===== src/rtl/fifo_wr_arbiter.sv =====
// Four-requester arbiter granting bursts of up to BURST_LEN writes into a shared FIFO.
// Define ARB_FIXED_PRI_EN for fixed lowest-index priority instead of round-robin.
module fifo_wr_arbiter #(
  parameter int DATA_W    = 8,
  parameter int BURST_LEN = 4
) (
  input  logic              clk,
  input  logic              rst,
  input  logic [3:0]        req,
  input  logic [DATA_W-1:0] din0,
  input  logic [DATA_W-1:0] din1,
  input  logic [DATA_W-1:0] din2,
  input  logic [DATA_W-1:0] din3,
  input  logic              fifo_full,
  output logic [3:0]        ack,
  output logic [3:0]        grant,
  output logic              fifo_wr_en,
  output logic [DATA_W-1:0] fifo_din,
  output logic              busy
);

  // Handshake: requester i raises req[i] and holds din stable; a word is
  // transferred in every cycle where req[i] & ack[i] are both high. ack is
  // combinational and never asserts while fifo_full is high or rst is high.

  typedef enum logic {IDLE = 1'b0, BURST = 1'b1} state_t;

  localparam logic [3:0] LAST_CNT = 4'(BURST_LEN - 1);

  state_t     state;
  logic [1:0] owner;
  logic [3:0] count;
  logic [1:0] winner;
  logic       wr;
  logic       last_wr;

`ifndef ARB_FIXED_PRI_EN
  logic [1:0] rr_ptr;

  // Scan from the farthest offset down so the nearest set bit above rr_ptr wins.
  always_comb begin
    winner = rr_ptr;
    for (int k = 3; k >= 0; k--) begin
      if (req[rr_ptr + 2'(k)]) winner = rr_ptr + 2'(k);
    end
  end
`else
  always_comb begin
    winner = 2'd0;
    for (int k = 3; k >= 0; k--) begin
      if (req[k]) winner = 2'(k);
    end
  end
`endif

  assign wr      = (state == BURST) && req[owner] && !fifo_full && !rst;
  assign last_wr = wr && (count == LAST_CNT);

  always_ff @(posedge clk) begin
    if (rst) begin
      state <= IDLE;
      owner <= 2'd0;
      count <= 4'd0;
`ifndef ARB_FIXED_PRI_EN
      rr_ptr <= 2'd0;
`endif
    end else begin
      case (state)
        IDLE: begin
          if (|req) begin
            owner <= winner;
            count <= 4'd0;
            state <= BURST;
          end
        end
        BURST: begin
          if (!req[owner] || last_wr) begin
            state <= IDLE;
`ifndef ARB_FIXED_PRI_EN
            rr_ptr <= owner + 2'd1;
`endif
          end else if (wr) begin
            count <= count + 4'd1;
          end
        end
        default: state <= IDLE;
      endcase
    end
  end

  always_comb begin
    grant      = 4'b0000;
    ack        = 4'b0000;
    fifo_wr_en = wr;
    busy       = (state == BURST);
    fifo_din   = '0;
    if (state == BURST) begin
      grant = 4'b0001 << owner;
      case (owner)
        2'd0:    fifo_din = din0;
        2'd1:    fifo_din = din1;
        2'd2:    fifo_din = din2;
        default: fifo_din = din3;
      endcase
    end
    if (wr) ack = 4'b0001 << owner;
  end

endmodule


===== config.mk =====
export PLATFORM = sky130hd
export DESIGN_NAME = fifo_wr_arbiter
export DESIGN_NICKNAME = d
export VERILOG_FILES = /design/src/rtl/fifo_wr_arbiter.sv
export SDC_FILE = /design/constraint.sdc
export NUM_CORES = 1
export LEC_CHECK = 0
export ABC_AREA = 0
export BUFFER_PORTS_ARGS = -buffer_cell sky130_fd_sc_hd__buf_2
export CAP_MARGIN = 10
export CORE_UTILIZATION = 40
export CTS_CLUSTER_SIZE = 40
export DETAILED_ROUTE_END_ITERATION = 10
export PLACE_DENSITY = 0.75
export SLEW_MARGIN = 40
export SYNTH_ARGS = -nofsm -noshare
export SYNTH_HDL_FRONTEND = slang
export SYNTH_SLANG_ARGS = --single-unit

===== constraint.sdc =====
create_clock -name clk -period 5.3 [get_ports clk]
set_clock_uncertainty 0.1 [all_clocks]
set_input_delay 0 -clock clk [delete_from_list [all_inputs] [get_ports clk]]
set_output_delay 0 -clock clk [all_outputs]
set_load 0.02 [all_outputs]

==> results of run 1 <==
## synth_stat cells, drive strengths merged
cell type / number
o211ai: 7
o31ai: 1
mux2i: 5
and2: 5
o22ai: 1
mux4: 1
nor2: 10
nor2b: 2
nand3: 2
a21oi: 4
a21bo: 1
mux2: 1
or3: 1
inv: 3
dfxtp: 9
clkinv: 2
ha: 6
a2111oi: 1
o21a: 8
or2: 2
nand2: 11
and3: 6
o41ai: 1
clkbuf: 6
nand2b: 5
a222oi: 8
nor4: 1
a21boi: 1
or3b: 2
nor3b: 2
## cell usage in the layout, fill, tap and decap left out, types with 5 or more instances in the layout
| cell type | synthesis | final |
|---|---|---|
| nor2_1 | 10 | 10 |
| ha_1 | 6 | 6 |
| nand2b_1 | 5 | 5 |
| buf_2 | 0 | 56 |
| a222oi_1 | 8 | 8 |
| and3_1 | 6 | 6 |
| nand2_1 | 11 | 11 |
| dfxtp_1 | 9 | 9 |
| mux2i_1 | 5 | 5 |
| o211ai_1 | 7 | 7 |
| and2_1 | 5 | 5 |
| o21a_1 | 8 | 8 |
## metrics by stage
| stage | power, W | hold slack [ns] |
|---|---|---|
| floorplan | 0.0001378 | -0.03093 |
| global placement | 0.0001710 | 0.1630 |
| detailed placement | 0.0001731 | 0.1634 |
| CTS | 0.0002302 | 0.00004488 |
| global route | 0.0002418 | 0.04326 |
| finish | 0.0002277 | 0.009847 |
## worst paths after layout
kind	from	to	depth (start not counted)
min reg2reg	count[3]	count[3]	1
max reg2reg	owner[0]	rr_ptr[0]	3
max	owner[0]	fifo_din[6]	6
min	fifo_full	busy	3
## power by group through the flow
stage               Sequential [W]  Clock (W)  Combinational [W]
finish                   0.0000786  0.0000547          0.0000943
global route             0.0000794  0.0000599           0.000103
detailed placement       0.0000799          0          0.0000932
floorplan                0.0000778          0          0.0000600
global placement         0.0000796          0          0.0000915
CTS                      0.0000785  0.0000575          0.0000942
## worst max-delay path: stages, from the launching register on
cell and delay [ns]:
dfxtp_1 0.48, inv_1 0.11, ha_1 0.35, a222oi_1 0.37, o21a_1 0.16, nor2_1 0.04, buf_2 0.16
## area by class of cell
type | count | area (um2) | area share (%)
repair buffers | 57 | 290.3 | 23.11
clock buffers | 3 | 22.52 | 1.793
inverters | 5 | 18.77 | 1.494
well taps | 28 | 35.03 | 2.789
clock inverters | 1 | 5.005 | 0.3984
multi-input cells | 95 | 704.4 | 56.08
flip-flops and latches | 9 | 180.2 | 14.34
## metal layers
metal | part of all wire [%] | track usage, % | vias up
met5 | 0 | 0 | -
met1 | 43 | 26.57 | 516
met2 | 53 | 40.22 | 20
li1 | - | - | 541
met4 | 0.64 | 6.667 | 0
met3 | 3.0 | 4.938 | 4
## flip-flops by register name, indices dropped and copies added (netlist names)
| signal | cells |
|---|---|
| rr_ptr | 2 |
| busy | 1 |
| count | 4 |
| owner | 2 |
## cells by family (layout without fill, tap and decap cells)
kind of cell | after synthesis | after routing | share of synthesized area [%]
AND/OR/NAND/NOR | 49 | 49 | 29.19
multiplexers | 7 | 7 | 9.054
buffers and inverters | 11 | 66 | 4.460
adder cells (fa/ha/maj) | 6 | 6 | 8.108
flip-flops | 9 | 9 | 19.46
AO/OA/AOI/OAI | 33 | 33 | 29.73
## what timing repair did
| item | CTS | global route |
|---|---|---|
| hold buffers | 1 | 0 |
| setup endpoints to repair | 0 | 0 |
| hold endpoints to repair | 1 | 0 |
==> summary.md, run 1 <==
| Metric | Value |
|---|---|
| Leak Pwr | `0.6176 nW` |
| CP Data Arrival Time | `1.96 ns` |
| Via Count | `1,081` |
| Area share of the largest cell type after synthesis | `19.46%` |
| Yosys warns | `0` |
| Final TNS setup | `0 ns` |
| Worst setup margin | `3.239 ns` |
| VDD IR max | `0.1774 mV` |
| Initial antenna violation count | `0` |
| Mapped cell area | `925.9 um2` |
| Die Y | `50.11 um` |
| Status | `finished, final reports clean` |
| R2R setup slack | `3.37 ns` |
| Fill cells | `199` |
| Area of the core | `2191 um2` |
| Post-Place Setup Slack | `3.395 ns` |
| Fin. Hold Viols | `0` |
| Clk slew on worst S/H paths | `0.07 ns` |
| Yosys top cell by area | `dfxtp_1` |
| Initial core utilization | `42.26%` |
| Final Max Tran Viols | `0` |
| Clock Path Buffers | `2` |
| Chip width | `50.11 um` |
| GPL Wtd Cong | `0.8360` |
| Row count | `17` |
| Fmax | `485.3 MHz` |
| # DRC | `0` |
| Final instance area | `1256 um2` |
| Layout cells sized above 1 | `40.00%` |
| DRT iter0 DRCs | `54` |
| Drt wl/cell | `13.43 um` |
| # IOs | `57` |
| Crit start category | `flip-flop` |
| CP Capture Type | `primary output` |
| Setup violators final | `0` |
| Post-Route Utilization | `57.34%` |
| Worst slew pin tran | `0.6620 ns` |
| Reg power frac | `34.5%` |
| Dpl cells | `193` |
| Syn-to-layout area delta | `35.68%` |
| # resized after CTS | `0` |
| FF+latch count, synth | `9` |
| Clock sink count | `9` |
| Final period util | `38.88%` |
| Max-cap violations | `0` |
| Diodes inserted | `0` |
| Via-to-Cell Ratio | `5.460` |
| NetSw | `0.00008451 W` |
| Total gr overflow | `0` |
| HPWL Detailed | `2040 um` |
| Num CTS Buffers | `3` |
| TritonCTS clock tree | `yes` |
| Setup bufs post-CTS | `0` |
| WP data required | `5.20 ns` |
| H-tree lvl count | `1` |
| Insertion delay of the later-clocked pin in the worst-skew pair | `0.27 ns` |
| 1st-pass router iterations | `5` |
| Synth Net Count | `160` |
| Syn Inst Count | `115` |
| Int Pwr | `0.0001432 W` |
| Pwr dens | `181.3 nW/um2` |
| Die footprint | `2511 um2` |
| Gate power share | `41.4%` |
| Final Non-Filler Cells | `198` |
| Minimum clock period | `2.061 ns` |
| Clock network power share | `24.0%` |
| Top cells by area, synth | `dfxtp_1, a222oi_1, ha_1, o21a_1, o211ai_1` |
| Sequential area share after synthesis | `19.46%` |
| Netlist cell types | `32` |
| Vias in the first global route | `1,007` |
| Crit Path Max Fanout | `10` |
| Antenna-violating nets left | `0` |
| Syn Area/Cell | `8.051 um2` |
| Worst hold path class | `input pin to flip-flop` |
| RSZ-0062 raised after global routing | `no` |
| Port bufs | `56` |
| WL final | `2660 um` |
| Layout net count | `216` |
| Sw frac | `37.12%` |
| Max-slew headroom | `55.50%` |
| Placed cell areas | `1219 um2` |
| Clock root cell | `clkbuf_4` |
| Largest net degree at the start of global routing | `18` |
| All-Layer GR Usage | `22.64%` |
| First-pass GRT wire length | `4429 um` |
| Crit Path Category | `flip-flop to primary output` |
Power figures use the tool's default switching activity.
==> inputs of run 2 (changes only) <==
==> constraint.sdc (replaced) <==
create_clock -name clk -period 1.9 [get_ports clk]
set_clock_uncertainty 0.1 [all_clocks]
set_input_delay 0 -clock clk [delete_from_list [all_inputs] [get_ports clk]]
set_output_delay 0 -clock clk [all_outputs]
set_load 0.02 [all_outputs]
==> run 2 against run 1 <==
Final cell count increased by 4.5%; critical path depth increased by 1; die area is the same; total power increased to 3.0 times the previous value; final area rose by 9.2%; routed wire length is 11% higher; clock-buffer cell count did not move; combinational power grew to 3.4 times the previous value; first-iteration DRC count shrank 22%; register-to-register slack worse by 3.3 ns; setup slack lost 3.2 ns; sequential cell count unchanged; critical endpoint is now fifo_din[0]; largest power group unchanged.
==> summary.md, run 2 (synthesis gave the netlist of run 1 again) <==
| Metric | Value |
|---|---|
| Status | `finished, final reports clean` |
| Worst hold path class | `input pin to flip-flop` |
| Max-cap violations | `0` |
| Final Non-Filler Cells | `207` |
| Worst reg2reg path depth | `3` |
| Die footprint | `2511 um2` |
| Worst Hold End | `busy` |
| 1st-pass router iterations | `4` |
| Most frequent cells in the layout | `buf_2, nand2_1, buf_4, nor2_1` |
| Clock root cell | `clkbuf_4` |
| Most common cell after layout, fill and taps aside | `buf_2` |
| Setup violators final | `0` |
| Leak Pwr | `0.6642 nW` |
| Largest net degree at the start of global routing | `17` |
| Final instance area | `1371 um2` |
| Minimum clock period | `1.852 ns` |
| DRT iter0 DRCs | `42` |
| Diodes inserted | `0` |
| Worst setup margin | `0.04753 ns` |
| Final hold slack | `0.02242 ns` |
| Initial antenna violation count | `0` |
| Max-slew headroom | `49.82%` |
| CP Data Arrival Time | `1.75 ns` |
| Via Count | `1,157` |
| Drt wl/cell | `14.24 um` |
| CP Capture Type | `primary output` |
| Post-Place Setup Slack | `0.1491 ns` |
| All-Layer GR Usage | `24.30%` |
| Layout net count | `225` |
| # DRC | `0` |
| Placed cell areas | `1241 um2` |
| FF-to-FF End | `rr_ptr[0]` |
| Crit Path Max Fanout | `6` |
| Biggest regs | `count x4, owner x2, rr_ptr x2` |
| WP data required | `1.80 ns` |
| Port bufs | `56` |
| Layout cells sized above 1 | `45.81%` |
| Chip width | `50.11 um` |
| First-pass GRT wire length | `4671 um` |
| Row count | `17` |
| Final Max Tran Viols | `0` |
| Pwr dens | `502.5 nW/um2` |
| Top reg by flops | `count` |
| Total gr overflow | `0` |
| Die Y | `50.11 um` |
| Dpl cells | `196` |
| Fmax | `539.8 MHz` |
| Fin. Hold Viols | `0` |
| Initial core utilization | `42.26%` |
| Insertion delay of the later-clocked pin in the worst-skew pair | `0.28 ns` |
| Area of the core | `2191 um2` |
| Clk slew on worst S/H paths | `0.07 ns` |
| H-tree lvl count | `1` |
| GPL Wtd Cong | `0.8417` |
| Antenna-violating nets left | `0` |
| RSZ-0062 raised after global routing | `yes` |
| Power Total | `0.0006891 W` |
| Largest register FFs | `4` |
| Clock Path Buffers | `2` |
| Hold Crit Start | `fifo_full` |
| Worst slew pin tran | `0.7466 ns` |
| Final period util | `97.50%` |
| Crit start category | `flip-flop` |
| # IOs | `57` |
| HPWL Detailed | `2137 um` |
| VDD IR max | `0.3875 mV` |
| Vias in the first global route | `1,104` |
| Hold depth | `3` |
| RR Startpoint | `owner[0]` |
| WL final | `2948 um` |
| Crit Path Category | `flip-flop to primary output` |
| Via-to-Cell Ratio | `5.589` |
| R2R setup slack | `0.08 ns` |
| TritonCTS clock tree | `yes` |
| Syn-to-layout area delta | `48.11%` |
| Clock sink count | `9` |
| Num CTS Buffers | `3` |
==> run 2: changes by cell type in the layout (fill, tap and decap cells not counted), sizes merged <==
cell,before,now
dlygate4sd3,1,2
buf,56,64
==> run 2: metal layers <==
| metal | vias up | wire length (um) | GRT usage (%) |
|---|---|---|---|
| met4 | 0 | 37 | 11.90 |
| met5 | - | 0 | 0 |
| met2 | 31 | 1569 | 42.44 |
| li1 | 558 | - | - |
| met3 | 6 | 125 | 6.481 |
| met1 | 562 | 1215 | 26.57 |
==> run 2: cell type report <==
class	count	area (um2)
Timing Repair Buffer	66	367.9
Sequential cell	9	187.7
Inverter	5	21.27
Fill cell	204	819.5
Tap cell	28	35.03
Clock inverter	1	5.005
Multi-Input combinational cell	95	732.0
Clock buffer	3	22.52
==> run 2: metrics by stage <==
| step | util, % | TNS, ns |
|---|---|---|
| 2_1_floorplan | - | 0 |
| 6_report | 62.59 | 0 |
| 5_1_grt | 62.59 | -0.08547 |
| 4_1_cts | 60.19 | 0 |
| 3_3_place_gp | 56.65 | 0 |
| 3_5_place_dp | 56.65 | 0 |
==> run 2: report_power, final <==
part,internal (W),switching [W],total [W]
registers,0.000198,0.0000137,0.000212
logic,0.000157,0.000161,0.000318
clock network,0.0000781,0.0000808,0.000159
total,0.000433,0.000256,0.000689
==> run 2: how the worst max path moves through the flow <==
stage	slack (ns)	from	cells past startpoint	end
3_3_place_gp	0.21	owner[0]	3	rr_ptr[0]
3_5_place_dp	0.15	owner[0]	3	rr_ptr[0]
6_report	0.05	owner[0]	7	fifo_din[0]
5_1_grt	-0.03	owner[0]	7	fifo_din[0]
4_1_cts	0.02	owner[1]	7	fifo_din[5]
2_1_floorplan	0.13	owner[0]	3	rr_ptr[0]
==> run 2: critical path, cell delays in order (launching register included) <==
cell and delay (ns):
dfxtp_4 0.40, inv_4 0.06, ha_4 0.16, buf_4 0.15, a222oi_1 0.33, o21a_1 0.16, nor2_1 0.05, buf_4 0.16
==> run 2: what timing repair did <==
item | CTS | global route
hold buffers | 2 | 0
hold endpoints to repair | 2 | 0
buffers inserted | 1 | 5
pin swaps | 3 | 2
endpoints found under the setup margin | 8 | 8
gates resized for setup | 10 | 6
==> inputs of run 3 (changes only) <==
--- a/config.mk
+++ b/config.mk
@@ -8,7 +8,7 @@
 export ABC_AREA = 0
 export BUFFER_PORTS_ARGS = -buffer_cell sky130_fd_sc_hd__buf_2
 export CAP_MARGIN = 10
-export CORE_UTILIZATION = 40
+export CORE_UTILIZATION = 38
 export CTS_CLUSTER_SIZE = 40
 export DETAILED_ROUTE_END_ITERATION = 10
 export PLACE_DENSITY = 0.75
==> constraint.sdc (replaced) <==
create_clock -name clk -period 1.7 [get_ports clk]
set_clock_uncertainty 0.1 [all_clocks]
set_input_delay 0 -clock clk [delete_from_list [all_inputs] [get_ports clk]]
set_output_delay 0 -clock clk [all_outputs]
set_load 0.02 [all_outputs]
==> run 3 against run 2 <==
The run now ends with negative setup slack left; final area up 10%; register-to-register slack got worse by 0.15 ns; setup slack lost 0.18 ns; total power rose by 18%; sequential share of layout area down 1.3 points.
==> summary.md, run 3 (synthesis gave the netlist of run 1 again) <==
| Metric | Value |
|---|---|
| Status | `finished, violations left` |
| Failing checks | `negative setup slack` |
| Diodes inserted | `0` |
| Top reg by flops | `count` |
| Layout net count | `227` |
| Clock network power share | `21.4%` |
| H-tree lvl count | `1` |
| # IOs | `57` |
| Clock sink count | `9` |
| RSZ-0062 raised after global routing | `yes` |
| Num CTS Buffers | `3` |
| Reg power frac | `29.4%` |
| # DRC | `0` |
| All-Layer GR Usage | `23.66%` |
| Crit Path Max Fanout | `9` |
| WL final | `3217 um` |
| Worst hold path class | `input pin to flip-flop` |
| Setup violators final | `16` |
| Antenna-violating nets left | `0` |
| WP data required | `1.60 ns` |
| Drt wl/cell | `15.39 um` |
| VDD IR max | `0.4217 mV` |
| Gate power share | `49.2%` |
| Final TNS setup | `-0.6602 ns` |
| HPWL Detailed | `2194 um` |
| Final instance area | `1510 um2` |
| Worst setup margin | `-0.1309 ns` |
| GPL Wtd Cong | `0.8401` |
| Int Pwr | `0.0005183 W` |
| Vias in the first global route | `1,057` |
| Worst reg2reg path depth | `4` |
| Insertion delay of the later-clocked pin in the worst-skew pair | `0.27 ns` |
| Row count | `17` |
| DRT iter0 DRCs | `42` |
| Final period util | `107.7%` |
| Crit Path Category | `flip-flop to primary output` |
| Most frequent cells in the layout | `buf_2, nand2_1, nor2_1, buf_6, buf_4` |
| Die Y | `51.36 um` |
| Fin. Hold Viols | `0` |
| Initial core utilization | `41.07%` |
| Hold depth | `4` |
| Layout cells sized above 1 | `53.04%` |
| Total gr overflow | `0` |
| Port bufs | `56` |
| Minimum clock period | `1.831 ns` |
| Chip width | `51.36 um` |
| Via Count | `1,184` |
| Clock root cell | `clkbuf_4` |
| Post-Place Setup Slack | `-0.02617 ns` |
| Max-slew headroom | `72.75%` |
| CP Data Arrival Time | `1.73 ns` |
| First-pass GRT wire length | `4602 um` |
| Syn-to-layout area delta | `63.11%` |
| Die footprint | `2638 um2` |
| Fmax | `546.2 MHz` |
| Clock Path Buffers | `2` |
| Largest register FFs | `4` |
| Sw frac | `36.51%` |
| 1st-pass router iterations | `6` |
| Clk slew on worst S/H paths | `0.06 ns` |
| Dpl cells | `197` |
| Worst slew pin tran | `0.4083 ns` |
| Pwr dens | `540.5 nW/um2` |
| TritonCTS clock tree | `yes` |
| Area of the core | `2255 um2` |
| Leak Pwr | `0.6855 nW` |
| Power Total | `0.0008163 W` |
| CP Capture Type | `primary output` |
| Largest net degree at the start of global routing | `17` |
| Placed cell areas | `1250 um2` |
| Biggest regs | `count x4, owner x2, rr_ptr x2` |
| Max-cap violations | `0` |
| NetSw | `0.0002980 W` |
| Crit start category | `flip-flop` |
| Final Max Tran Viols | `0` |
| Most common cell after layout, fill and taps aside | `buf_2` |
| Initial antenna violation count | `0` |
| Fill cells | `195` |
| Via-to-Cell Ratio | `5.665` |
| Final Non-Filler Cells | `209` |
## run 3: repair_timing
action,4_1_cts,5_1_grt
endpoints found under the setup margin,14,19
buffers inserted,4,3
hold buffers,1,0
endpoints found under the hold margin,1,0
gates resized for setup,30,13
pin swaps,4,9
## run 3: critical path, stage by stage (launching register included)
cell      delay [ns]
dfxtp_4         0.39
inv_2           0.08
ha_4            0.19
a222oi_1        0.41
o21a_1          0.20
nor2_1          0.04
buf_2           0.15
## run 3: per-layer routing
metal / global-route usage [%] / vias to the layer above / wire length [um]
met4: 11.71 / 0 / 122
met5: 0 / - / 0
li1: - / 565 / -
met2: 42.64 / 46 / 1766
met1: 24.78 / 557 / 1213
met3: 6.548 / 16 / 114
## run 3: area by class of cell
cell class	count	area [um2]	share of cell area [%]
timing repair buffer	68	445.4	29.49
sequential	9	187.7	12.43
inverter	5	21.27	1.408
tap	28	35.03	2.320
multi-input combinational	95	794.5	52.61
clock buffer	4	26.28	1.740
## run 3: worst paths after layout
| path | start | to | slack (ns) |
|---|---|---|---|
| max | owner[0] | fifo_din[7] | -0.13 |
| min | fifo_full | count[3] | 0.01 |
| min reg2reg | count[0] | count[0] | 0.40 |
| max reg2reg | owner[0] | rr_ptr[0] | -0.07 |
## run 3: stage by stage
step	hold WS, ns	utilization, %
2_1_floorplan	-0.03093	-
3_3_place_gp	0.1632	55.44
3_5_place_dp	0.1642	55.44
4_1_cts	0.005670	63.26
5_1_grt	0.02324	66.98
6_report	0.01116	66.98
## run 3: power groups by stage
stage	Clock [W]	Combinational [W]	Sequential (W)
3_3_place_gp	0	0.000304	0.000241
2_1_floorplan	0	0.000187	0.000243
6_report	0.000175	0.000402	0.000240
4_1_cts	0.000181	0.000360	0.000237
3_5_place_dp	0	0.000312	0.000242
5_1_grt	0.000191	0.000427	0.000241
